--- src/rtl/uart_pkg.sv ---
// Shared UART definitions: receiver state encoding, oversampling constants and bit voting.
package uart_pkg;

  typedef enum logic [2:0] {
    IDLE,
    START,
    DATA,
    STOP,
    BREAK
  } rx_state_t;

  localparam int DEFAULT_DIVISOR = 651;
  localparam int OVERSAMPLE      = 16;
  localparam int MID_SAMPLE      = 8;
  localparam int DATA_BITS       = 8;

  function automatic logic majority3(input logic a, input logic b, input logic c);
    return (a & b) | (a & c) | (b & c);
  endfunction

endpackage

--- src/rtl/rx_byte_fifo.sv ---
// Synchronous first-word-fall-through byte FIFO; head reads as zero while empty.
module rx_byte_fifo #(
  parameter int DEPTH = 4,
  parameter int CNT_W = 3
) (
  input  logic             clk,
  input  logic             reset,
  input  logic             push,
  input  logic [7:0]       push_data,
  input  logic             pop,
  output logic [7:0]       head,
  output logic             full,
  output logic             empty,
  output logic [CNT_W-1:0] count
);

  localparam int PTR_W = (DEPTH > 1) ? $clog2(DEPTH) : 1;

  logic [7:0]       mem [DEPTH];
  logic [PTR_W-1:0] wr_ptr;
  logic [PTR_W-1:0] rd_ptr;
  logic             do_push;
  logic             do_pop;

  assign empty   = (count == '0);
  assign full    = (count == CNT_W'(DEPTH));
  assign do_pop  = pop && !empty;
  // A full FIFO still accepts a byte when the head leaves in the same cycle.
  assign do_push = push && (!full || do_pop);
  assign head    = empty ? 8'h00 : mem[rd_ptr];

  always_ff @(posedge clk or posedge reset) begin
    if (reset) begin
      wr_ptr <= '0;
      rd_ptr <= '0;
      count  <= '0;
    end else begin
      if (do_push) wr_ptr <= wr_ptr + 1'b1;
      if (do_pop)  rd_ptr <= rd_ptr + 1'b1;
      if (do_push && !do_pop)
        count <= count + 1'b1;
      else if (do_pop && !do_push)
        count <= count - 1'b1;
    end
  end

  always_ff @(posedge clk) begin
    if (do_push) mem[wr_ptr] <= push_data;
  end

endmodule

--- src/rtl/uart_rx_buffered.sv ---
// 16x oversampling UART receiver with majority voting, sticky error flags and a byte FIFO.
module uart_rx_buffered
  import uart_pkg::*;
#(
  parameter int DIVISOR    = DEFAULT_DIVISOR,
  parameter int FIFO_DEPTH = 4,
  parameter int CNT_W      = 3
) (
  input  logic             clk,
  input  logic             reset,
  input  logic             rx_in,
  input  logic             rd_en,
  input  logic             clr_err,
  output logic [7:0]       rd_data,
  output logic             rx_valid,
  output logic [CNT_W-1:0] fifo_count,
  output logic             overrun,
  output logic             frame_err
);

  localparam int TW = (DIVISOR > 1) ? $clog2(DIVISOR) : 1;

  rx_state_t   state;
  rx_state_t   next_state;
  logic        rx_meta;
  logic        rx_s;
  logic [TW-1:0] tick_cnt;
  logic        tick;
  logic [3:0]  sample_idx;
  logic [2:0]  bit_idx;
  logic [7:0]  shift_reg;
  logic        v7;
  logic        v8;
  logic        vote;
  logic        start_det;
  logic        enter_data;
  logic        push_req;
  logic        frame_set;
  logic        overrun_set;
  logic        fifo_full;
  logic        fifo_empty;

  always_ff @(posedge clk or posedge reset) begin
    if (reset) begin
      rx_meta <= 1'b1;
      rx_s    <= 1'b1;
    end else begin
      rx_meta <= rx_in;
      rx_s    <= rx_meta;
    end
  end

  assign tick = (tick_cnt == TW'(DIVISOR - 1));
  assign vote = majority3(v7, v8, rx_s);

  always_ff @(posedge clk or posedge reset) begin
    if (reset) state <= IDLE;
    else       state <= next_state;
  end

  // Start bit is qualified at its middle; framing then runs on the same sample count,
  // so each data bit wraps to sample 0 on its edge and is voted around its centre.
  always_comb begin
    next_state = state;
    start_det  = 1'b0;
    enter_data = 1'b0;
    push_req   = 1'b0;
    frame_set  = 1'b0;
    case (state)
      IDLE: begin
        if (!rx_s) begin
          next_state = START;
          start_det  = 1'b1;
        end
      end
      START: begin
        if (tick) begin
          if (sample_idx == 4'(MID_SAMPLE) && rx_s) begin
            next_state = IDLE;
          end else if (sample_idx == 4'(OVERSAMPLE - 1)) begin
            next_state = DATA;
            enter_data = 1'b1;
          end
        end
      end
      DATA: begin
        if (tick && sample_idx == 4'(OVERSAMPLE - 1) && bit_idx == 3'(DATA_BITS - 1))
          next_state = STOP;
      end
      STOP: begin
        if (tick && sample_idx == 4'(MID_SAMPLE + 1)) begin
          if (vote) begin
            push_req   = 1'b1;
            next_state = IDLE;
          end else begin
            frame_set  = 1'b1;
            next_state = BREAK;
          end
        end
      end
      BREAK: begin
        if (rx_s) next_state = IDLE;
      end
      default: next_state = IDLE;
    endcase
  end

  always_ff @(posedge clk or posedge reset) begin
    if (reset) begin
      tick_cnt   <= '0;
      sample_idx <= '0;
      bit_idx    <= '0;
      shift_reg  <= '0;
      v7         <= 1'b0;
      v8         <= 1'b0;
    end else begin
      if (start_det) begin
        tick_cnt   <= '0;
        sample_idx <= '0;
      end else if (tick) begin
        tick_cnt   <= '0;
        sample_idx <= sample_idx + 4'd1;
      end else begin
        tick_cnt <= tick_cnt + 1'b1;
      end

      if (enter_data)
        bit_idx <= '0;
      else if (state == DATA && tick && sample_idx == 4'(OVERSAMPLE - 1))
        bit_idx <= bit_idx + 3'd1;

      if (tick && sample_idx == 4'(MID_SAMPLE - 1)) v7 <= rx_s;
      if (tick && sample_idx == 4'(MID_SAMPLE))     v8 <= rx_s;

      if (state == DATA && tick && sample_idx == 4'(MID_SAMPLE + 1))
        shift_reg <= {vote, shift_reg[7:1]};
    end
  end

  // A byte is lost only when the FIFO is full and no pop frees a slot this cycle.
  assign overrun_set = push_req && fifo_full && !(rd_en && !fifo_empty);

  always_ff @(posedge clk or posedge reset) begin
    if (reset) begin
      overrun   <= 1'b0;
      frame_err <= 1'b0;
    end else begin
      if (overrun_set)  overrun <= 1'b1;
      else if (clr_err) overrun <= 1'b0;
      if (frame_set)    frame_err <= 1'b1;
      else if (clr_err) frame_err <= 1'b0;
    end
  end

  rx_byte_fifo #(
    .DEPTH (FIFO_DEPTH),
    .CNT_W (CNT_W)
  ) u_fifo (
    .clk       (clk),
    .reset     (reset),
    .push      (push_req),
    .push_data (shift_reg),
    .pop       (rd_en),
    .head      (rd_data),
    .full      (fifo_full),
    .empty     (fifo_empty),
    .count     (fifo_count)
  );

  assign rx_valid = !fifo_empty;

endmodule

--- config.mk ---
export PLATFORM = sky130hd
export DESIGN_NAME = uart_rx_buffered
export DESIGN_NICKNAME = d
export VERILOG_FILES = /design/src/rtl/uart_pkg.sv /design/src/rtl/rx_byte_fifo.sv /design/src/rtl/uart_rx_buffered.sv
export SDC_FILE = /design/constraint.sdc
export NUM_CORES = 1
export LEC_CHECK = 0
export BUFFER_PORTS_ARGS = -buffer_cell sky130_fd_sc_hd__buf_2
export CAP_MARGIN = 20
export CELL_PAD_IN_SITES_DETAIL_PLACEMENT = 0
export CELL_PAD_IN_SITES_GLOBAL_PLACEMENT = 1
export CORE_MARGIN = 5
export CORE_UTILIZATION = 54
export DETAILED_ROUTE_END_ITERATION = 10
export HOLD_SLACK_MARGIN = 0.15
export PLACE_DENSITY_LB_ADDON = 0.1
export SYNTH_ARGS = -nofsm -noshare
export SYNTH_HDL_FRONTEND = slang
export SYNTH_SLANG_ARGS = --single-unit
--- constraint.sdc ---
create_clock -name clk -period 6.9 [get_ports clk]
set_input_delay 1.38 -clock clk [delete_from_list [all_inputs] [get_ports clk]]
set_output_delay 1.38 -clock clk [all_outputs]
set_load 0.02 [all_outputs]
==> results of run 1 <==
[worst max path at each step]
stage	start	to	slack, ns	cells after the start
floorplan	rd_en	u_fifo.count[1]	3.84	6
global placement	rd_en	u_fifo.count[1]	3.65	7
detailed placement	rd_en	u_fifo.count[1]	3.55	7
CTS	u_fifo.rd_ptr[0]	rd_data[3]	3.49	3
global route	u_fifo.rd_ptr[0]	rd_data[3]	3.39	3
finish	u_fifo.rd_ptr[0]	rd_data[3]	3.57	3
[critical path, delay by kind of cell, from the launching register on]
kind / cells / cell delay [ns]
flops: 1 / 0.72
mux: 1 / 0.57
simple gates: 1 / 0.17
buf+inv: 1 / 0.15
[cell usage after synthesis, drive strengths merged, types with 2 or more instances]
| master | instances | area share [%] |
|---|---|---|
| dfrtp | 39 | 29 |
| edfxtp | 32 | 29 |
| nor2 | 18 | 2.0 |
| mux2 | 14 | 4.8 |
| and2 | 12 | 2.2 |
| ha | 12 | 4.5 |
| inv | 12 | 1.3 |
| nand2 | 11 | 1.2 |
| xnor2 | 11 | 2.9 |
| mux4 | 8 | 5.4 |
| xor2 | 7 | 1.8 |
| nand3 | 6 | 1.3 |
| clkbuf | 5 | 0.56 |
| nor3 | 5 | 1.1 |
| a21oi | 3 | 0.45 |
| nand4 | 3 | 0.56 |
| nand4b | 3 | 0.79 |
| nor4 | 3 | 1.0 |
| or3 | 3 | 0.60 |
| a22o | 2 | 0.60 |
| a32oi | 2 | 0.52 |
| and3 | 2 | 0.41 |
| buf | 2 | 0.30 |
| dfstp | 2 | 1.6 |
| nor2b | 2 | 0.37 |
| nor3b | 2 | 0.79 |
| o21ai | 2 | 0.30 |
| o22ai | 2 | 0.37 |
| or2 | 2 | 0.37 |
[stage by stage]
step                      worst slack, ns  total power (W)  hold slack, ns
after global placement              3.654        0.0006126          0.3496
after CTS                           3.492        0.0009899          0.3634
after global routing                3.388         0.001025          0.3682
after floorplan                     3.839        0.0005848          0.3452
after detailed placement            3.548        0.0006163          0.3475
final                               3.574        0.0009718          0.3612
[layout make-up]
| cell class | instances | area [um2] |
|---|---|---|
| Timing Repair Buffer | 19 | 97.59 |
| Inverter | 12 | 45.04 |
| Tap cell | 75 | 93.84 |
| Clock buffer | 9 | 123.9 |
| Clock inverter | 7 | 103.9 |
| Multi-Input combinational cell | 148 | 1277 |
| Fill cell | 467 | 2225 |
| Sequential cell | 73 | 1989 |
[power breakdown]
group	switching [W]	internal, W	leakage [nW]	total [W]
Clock	0.000161	0.000207	0.108	0.000368
Combinational	0.0000452	0.0000496	0.618	0.0000948
Sequential	0.0000418	0.000467	0.912	0.000509
[cell families (layout without fill, tap and decap cells)]
kind of cell,count (synthesis),in the layout,synth area share (%)
simple gates,79,79,14.68
fa+ha+maj,14,14,5.393
buf+inv,19,47,2.210
xor+xnor,18,18,4.719
compound gates,14,14,2.922
mux,23,23,10.52
flops,73,73,59.55
[metal layers]
layer / vias to the layer above / wire length [um] / GRT usage (%)
met5: - / 0 / 0
met4: 0 / 110 / 8.654
met3: 8 / 170 / 4.190
met2: 25 / 2403 / 23.82
met1: 869 / 2512 / 21.02
li1: 908 / - / -
==> reports/metrics.cfg, run 1 <==
[run_status]
run_status=finished, final reports clean

[timing]
final_min_period_over_clock_period_pct=48.21
timing.final.crit_period_ns=3.326
rsz0062_at_grt=false
worst-slew-pin-transition_ns=0.7209
setup_viol=0
max_freq_mhz=300.6
fin_skew_ns=0.008220
slew_headroom_pct=51.26
final_hold_viol_count=0
tns_ns=0
slew_viol_final=0

[clock_network]
path_clk_slew_ns=0.08
cts-root-to-sink-buffers=2
worstSkewPairLatency_ns=0.34
tritoncts=done
cts.htree.levels=3
cts-hold-fix-buffers=0
post_cts.repair.setup_buffers=0
cts_root_buf=sky130_fd_sc_hd__clkbuf_8
tritoncts_num_sinks=73
cts_buffers=9
cts_repair_resize_count=0

[flow_run]
maxCapViolations=0

[cells_and_area]
share_of_cells_above_drive_strength_1_pct=26.87
finalNonFillerCells=343
largest_register_ff_count=32
design_area_um2=3731
layout_area_overhead_pct=11.69
most-common-layout-cells=39 x sky130_fd_sc_hd__dfrtp_1, 32 x sky130_fd_sc_hd__edfxtp_1, 18 x sky130_fd_sc_hd__nor2_1, 18 x sky130_fd_sc_hd__buf_2, 13 x sky130_fd_sc_hd__mux2_2
fin_nets=281
antennaDiodeCount=0
layout_commonest_cell=sky130_fd_sc_hd__dfrtp_1
finalCoreUtilization_pct=62.65

[global_route]
globalRoute.totalOverflow=0
vias_in_the_first_global_route=1814
grt_antenna_before_repair=0
grt_max_degree=42
groute.usage.overall_pct=15.85
grt_first_pass_wirelength_um=9032

[yosys]
edff_count_synth=32
synth_cell_types=49
seq_area_frac_synth_pct=59.55
synth-warning-count=0
number_of_synthesized_register_bits=73
synth_area_per_cell_um2=13.92
postSynth.topFlopCell=sky130_fd_sc_hd__dfrtp_1
syn-instance-count=240
synthArstFlopShare_pct=56.16
mapped_area_um2=3341
synthesis.nets=258

[worst_setup_path]
critPathLaunchType=register
cp_cell_sequence=mux4_2, and2_1, buf_2
r2r_setup_slack_ns=4.23
worstRegToRegCells=9
reg2reg_to=u_fifo.count[2]
crit_path_max_fanout=10
cp.required_ns=5.52
crit_slowest_cell=sky130_fd_sc_hd__dfrtp_1
endpoint_kind=output port
critPathArrivalTime_ns=1.95
r2r_start=tick_cnt[5]
critical_path_class=reg -> out
crit_path_max_incr_delay_ns=0.72

[routing]
drc_errors=0
wl_per_cell_um=15.15
detail_route.iter0.violations=81
vias=1810
totalWireLength_um=5197
ant_nets=0
via_per_inst=5.277
drt_first_pass_iters=4

[min_path]
holdPathStages=0
hold_path_class=reg -> reg
min_from=rx_meta
holdPathEnd=rx_s

[die]
chipWidth_um=88.66
i_o_pin_count=19
start_util_pct=56.09
core_box_area_um2=5956
num_rows=28
die_area_um2=7860
die-height_um=88.66

[place]
postPlaceCellArea_um2=3503
final_wtd_congestion=0.7808
dpl.cell_count=327
post-dp-hpwl_um=3591
number_of_port_buffers=18

[power]
power-per-cell-area_nw_per_um2=260.5
ir_worst_vdd_mv=0.1731
power.static_leakage_nw=1.638

No activity file was read; power rests on OpenSTA's default activity.
==> inputs of run 2 (changes only) <==
--- a/config.mk
+++ b/config.mk
@@ -10,7 +10,7 @@
 export CELL_PAD_IN_SITES_DETAIL_PLACEMENT = 0
 export CELL_PAD_IN_SITES_GLOBAL_PLACEMENT = 1
 export CORE_MARGIN = 5
-export CORE_UTILIZATION = 54
+export CORE_UTILIZATION = 45
 export DETAILED_ROUTE_END_ITERATION = 10
 export HOLD_SLACK_MARGIN = 0.15
 export PLACE_DENSITY_LB_ADDON = 0.1
==> constraint.sdc (replaced) <==
create_clock -name clk -period 2.9 [get_ports clk]
set_input_delay 0.58 -clock clk [delete_from_list [all_inputs] [get_ports clk]]
set_output_delay 0.58 -clock clk [all_outputs]
set_load 0.02 [all_outputs]
==> reports/metrics.cfg, run 2 (synthesis results as in run 1) <==
[run_status]
run_status=finished, final reports clean

[power]
comb_power_share_pct=10.3
power.static_leakage_nw=1.637
power-per-cell-area_nw_per_um2=578.7
total_power_w=0.002169
ir_worst_vdd_mv=0.2504
power.internal_w=0.001555
power.switching_w=0.0006139
sequential_share_of_power_pct=55.6
power.switching_fraction_pct=28.31
p_clk_share_pct=34.1

[routing]
ant_nets=0
detail_route.iter0.violations=65
totalWireLength_um=5433
wl_per_cell_um=14.64
via_per_inst=5.003
drt_first_pass_iters=4
drc_errors=0
vias=1856

[die]
i_o_pin_count=19
num_rows=31
die_area_um2=9247
start_util_pct=46.06
chipWidth_um=96.16
die-height_um=96.16
core_box_area_um2=7253

[flow_run]
maxCapViolations=0

[global_route]
groute.usage.overall_pct=13.41
globalRoute.totalOverflow=0
grt_max_degree=42
globalRouteMet3Util_pct=3.518
grt_first_pass_wirelength_um=9177
globalRouteMet1Util_pct=17.92
vias_in_the_first_global_route=1819
grt_use_met2_pct=20.47
grt_antenna_before_repair=0
grt.busiest_layer=met2

[worst_setup_path]
critical_path_class=reg -> out
reg2reg_to=u_fifo.count[2]
cp.required_ns=2.32
critPathLaunchType=register
r2r_start=tick_cnt[8]
worstRegToRegCells=9
endpoint_kind=output port
r2r_setup_slack_ns=0.47
crit_path_max_fanout=10
critPathArrivalTime_ns=1.96

[place]
number_of_port_buffers=18
postPlaceCellArea_um2=3563
post-dp-hpwl_um=3742
final_wtd_congestion=0.7411

[clock_network]
tritoncts=done
cts_root_buf=sky130_fd_sc_hd__clkbuf_8
cts-root-to-sink-buffers=2
cts.htree.levels=3
cts-hold-fix-buffers=0
tritoncts_num_sinks=73
post_cts.repair.setup_buffers=0
path_clk_slew_ns=0.08
cts_repair_resize_count=0
worstSkewPairLatency_ns=0.35
cts_buffers=9

[min_path]
hold_path_class=in -> reg
holdPathEnd=rx_meta
min_from=rx_in
holdPathStages=1

[timing]
final_hold_viol_count=0
tns_ns=0
rsz0062_at_grt=false
worst-slew-pin-transition_ns=0.5848
max_freq_mhz=394.4
final_min_period_over_clock_period_pct=87.44
setup_viol=0
slew_headroom_pct=61.01
fin_skew_ns=0.01002
timing.final.crit_period_ns=2.536
slew_viol_final=0

[cells_and_area]
share_of_cells_above_drive_strength_1_pct=27.94
layout_area_overhead_pct=12.17
layout_commonest_cell=sky130_fd_sc_hd__dfrtp_1
largest_register_ff_count=32
antennaDiodeCount=0
design_area_um2=3747
most-common-layout-cells=39 x sky130_fd_sc_hd__dfrtp_1, 32 x sky130_fd_sc_hd__edfxtp_1, 18 x sky130_fd_sc_hd__nor2_1, 18 x sky130_fd_sc_hd__buf_2, 13 x sky130_fd_sc_hd__mux2_2
fin_nets=285

## run 2: metrics by stage
| step | utilization [%] | worst slack [ns] | hold slack (ns) | cells |
|---|---|---|---|---|
| 2_1_floorplan | - | 0.4666 | 0.3452 | 240 |
| 3_3_place_gp | 49.13 | 0.5111 | 0.3534 | 355 |
| 3_5_place_dp | 49.13 | 0.4686 | 0.3485 | 355 |
| 4_1_cts | 51.66 | 0.3028 | 0.3097 | 371 |
| 5_1_grt | 51.66 | 0.2185 | 0.3105 | 371 |
| 6_report | 51.66 | 0.3643 | 0.3253 | 371 |
## run 2: worst max-delay path, cell delays in order, from the launching register on
cell and delay [ns]:
sky130_fd_sc_hd__dfrtp_1 0.72, sky130_fd_sc_hd__mux4_2 0.58, sky130_fd_sc_hd__and2_1 0.16, sky130_fd_sc_hd__buf_2 0.15
## run 2: worst max path at each step
stage                                start  slack (ns)               to
after floorplan                tick_cnt[6]        0.47  u_fifo.count[2]
after global placement         tick_cnt[0]        0.51  u_fifo.count[2]
after CTS                 u_fifo.rd_ptr[0]        0.30       rd_data[3]
final                     u_fifo.rd_ptr[0]        0.36       rd_data[3]
after global routing      u_fifo.rd_ptr[0]        0.22       rd_data[4]
after detailed placement       tick_cnt[0]        0.47  u_fifo.count[2]
## run 2: metal layers
layer / vias to the layer above / routed length [um]
met2: 20 / 2586
met3: 7 / 174
met5: - / 0
met4: 0 / 72
met1: 907 / 2599
li1: 922 / -
## run 2: layout make-up
cell class / count / area, um2
clock buffer: 9 / 123.9
clock inverter: 7 / 60.06
fill: 635 / 3506
inverter: 12 / 45.04
multi-input combinational: 148 / 1277
sequential: 73 / 1989
tap: 99 / 123.9
timing repair buffer: 23 / 127.6
## run 2: power groups by stage
stage,clock [W],sequential [W],combinational [W]
4_1_cts,0.000765,0.00121,0.000230
5_1_grt,0.000812,0.00122,0.000243
6_report,0.000739,0.00121,0.000224
3_5_place_dp,0,0.00123,0.000230
2_1_floorplan,0,0.00119,0.000202
3_3_place_gp,0,0.00123,0.000230
==> inputs of run 3 (changes only) <==
--- a/config.mk
+++ b/config.mk
@@ -5,12 +5,12 @@
 export SDC_FILE = /design/constraint.sdc
 export NUM_CORES = 1
 export LEC_CHECK = 0
-export BUFFER_PORTS_ARGS = -buffer_cell sky130_fd_sc_hd__buf_2
+export BUFFER_PORTS_ARGS = -buffer_cell sky130_fd_sc_hd__clkbuf_2
 export CAP_MARGIN = 20
 export CELL_PAD_IN_SITES_DETAIL_PLACEMENT = 0
 export CELL_PAD_IN_SITES_GLOBAL_PLACEMENT = 1
 export CORE_MARGIN = 5
-export CORE_UTILIZATION = 45
+export CORE_UTILIZATION = 50
 export DETAILED_ROUTE_END_ITERATION = 10
 export HOLD_SLACK_MARGIN = 0.15
 export PLACE_DENSITY_LB_ADDON = 0.1
==> constraint.sdc (replaced) <==
create_clock -name clk -period 2.5 [get_ports clk]
set_input_delay 0.5 -clock clk [delete_from_list [all_inputs] [get_ports clk]]
set_output_delay 0.5 -clock clk [all_outputs]
set_load 0.02 [all_outputs]
==> reports/metrics.cfg, run 3 (synthesis results as in run 1) <==
[clock_network]
path_clk_slew_ns=0.07
cts_buffers=9
cts-root-to-sink-buffers=2
cts.htree.levels=3
cts_root_buf=sky130_fd_sc_hd__clkbuf_8
worstSkewPairLatency_ns=0.34
tritoncts_num_sinks=73
tritoncts=done
cts-hold-fix-buffers=0

[worst_setup_path]
critical_path_buf_inv_count=2
worst_path_dominant_cell_family=adder cells
beginning_of_the_critical_path=tick_cnt[0]
critPathArrivalTime_ns=2.62
endpoint_kind=register
crit_slowest_cell=sky130_fd_sc_hd__dfrtp_1
cp_cell_sequence=inv_1, ha_2, and2b_2, nand3_4, nor4_4, ha_2, inv_1, fa_2, xor2_1, nor2_1, xor2_1
crit_path_max_fanout=5
reg2reg_to=u_fifo.count[2]
crit_path_max_incr_delay_ns=0.42
critPathLaunchType=register
crit_path_end=u_fifo.count[2]
worstRegToRegCells=11
worstSetupPathDepth=11
critical_path_class=reg -> reg
r2r_start=tick_cnt[0]
r2r_setup_slack_ns=0.15
cp.required_ns=2.77

[timing]
worst-slew-pin-transition_ns=0.5163
timing.final.crit_period_ns=2.354
setup_viol=0
max_freq_mhz=424.7
slew_viol_final=0
tns_ns=0
final_min_period_over_clock_period_pct=94.17
final_hold_viol_count=0
slew_headroom_pct=65.58
fin_skew_ns=0.01238
setup_slack_ns=0.1456

[place]
post-dp-hpwl_um=3723
final_wtd_congestion=0.7669
number_of_port_buffers=18
place_ws_ns=0.1068
postPlaceCellArea_um2=3573

[die]
die_area_um2=8416
chipWidth_um=91.74
die-height_um=91.74
i_o_pin_count=19
core_box_area_um2=6422
num_rows=29
start_util_pct=52.02

[cells_and_area]
fill_cells=527
multiInputGateArea_um2=1285
fin_nets=291
antennaDiodeCount=0
seqCellArea_um2=1989
layout_commonest_cell=sky130_fd_sc_hd__dfrtp_1
largest_register_ff_count=32
design_area_um2=3777
most-common-layout-cells=39 x sky130_fd_sc_hd__dfrtp_1, 32 x sky130_fd_sc_hd__edfxtp_1, 18 x sky130_fd_sc_hd__nor2_1, 18 x sky130_fd_sc_hd__clkbuf_2, 13 x sky130_fd_sc_hd__mux2_2
share_of_cells_above_drive_strength_1_pct=29.86
layout_area_overhead_pct=13.07

[routing]
vias=1855
drc_errors=0
detail_route.iter0.violations=60
totalWireLength_um=5363
wl_per_cell_um=15.11
drt_first_pass_iters=4
via_per_inst=5.225
ant_nets=0

[global_route]
grt_antenna_before_repair=0
groute.usage.overall_pct=14.08
grt_first_pass_wirelength_um=9177
vias_in_the_first_global_route=1871
globalRoute.totalOverflow=0
grt_max_degree=42

[power]
total_power_w=0.002574
power.static_leakage_nw=1.655
power-per-cell-area_nw_per_um2=681.5
ir_worst_vdd_mv=0.3327

[run_status]
run_status=finished, final reports clean

[min_path]
hold_path_class=in -> reg

[flow_run]
maxCapViolations=0

[run 3: cell types whose count changed in the layout (fill, tap and decap cells not counted), sizes merged]
cell	before	now
clkinv	0	1
bufinv	0	1
inv	16	12
clkbuf	9	29
buf	23	11
[run 3: where the power goes]
group | total, W | leakage (nW) | switching, W | internal, W
Clock | 0.000881 | 0.0856 | 0.000421 | 0.000460
Sequential | 0.00136 | 0.912 | 0.0000724 | 0.00129
Combinational | 0.000331 | 0.657 | 0.000169 | 0.000162
[run 3: final cells by class]
class                      instances  share of cell area [%]
timing repair buffer              29                   4.571
clock inverter                     5                   1.524
multi-input combinational        148                   34.02
tap                               77                   2.551
clock buffer                      11                   3.478
sequential                        73                   52.67
inverter                          12                   1.192
[run 3: worst min path at each step]
| stage | cells past startpoint | slack (ns) | startpoint | to |
|---|---|---|---|---|
| 2_1_floorplan | 0 | 0.35 | rx_meta | rx_s |
| 3_3_place_gp | 0 | 0.35 | rx_meta | rx_s |
| 3_5_place_dp | 0 | 0.36 | rx_meta | rx_s |
| 4_1_cts | 1 | 0.22 | rx_in | rx_meta |
| 5_1_grt | 1 | 0.21 | rx_in | rx_meta |
| 6_report | 1 | 0.24 | rx_in | rx_meta |
[run 3: metrics by stage]
| stage | utilization [%] | std cells | hold slack, ns |
|---|---|---|---|
| final | 58.82 | 355 | 0.2405 |
| after global routing | 58.82 | 355 | 0.2142 |
| after CTS | 58.58 | 354 | 0.2196 |
| after detailed placement | 55.64 | 338 | 0.3550 |
| after global placement | 55.64 | 338 | 0.3536 |
| after floorplan | - | 240 | 0.3452 |
[run 3: layer usage]
metal,vias up,global-route usage (%),part of all wire (%)
li1,928,-,-
met1,892,17.84,47
met2,24,22.34,48
met3,11,4.337,2.6
met4,0,6.312,2.3
met5,-,0,0
[run 3: what timing repair did]
action | CTS | global route
endpoints found under the setup margin | 0 | 2
setup buffers | 0 | 1
gates resized for setup | 0 | 3
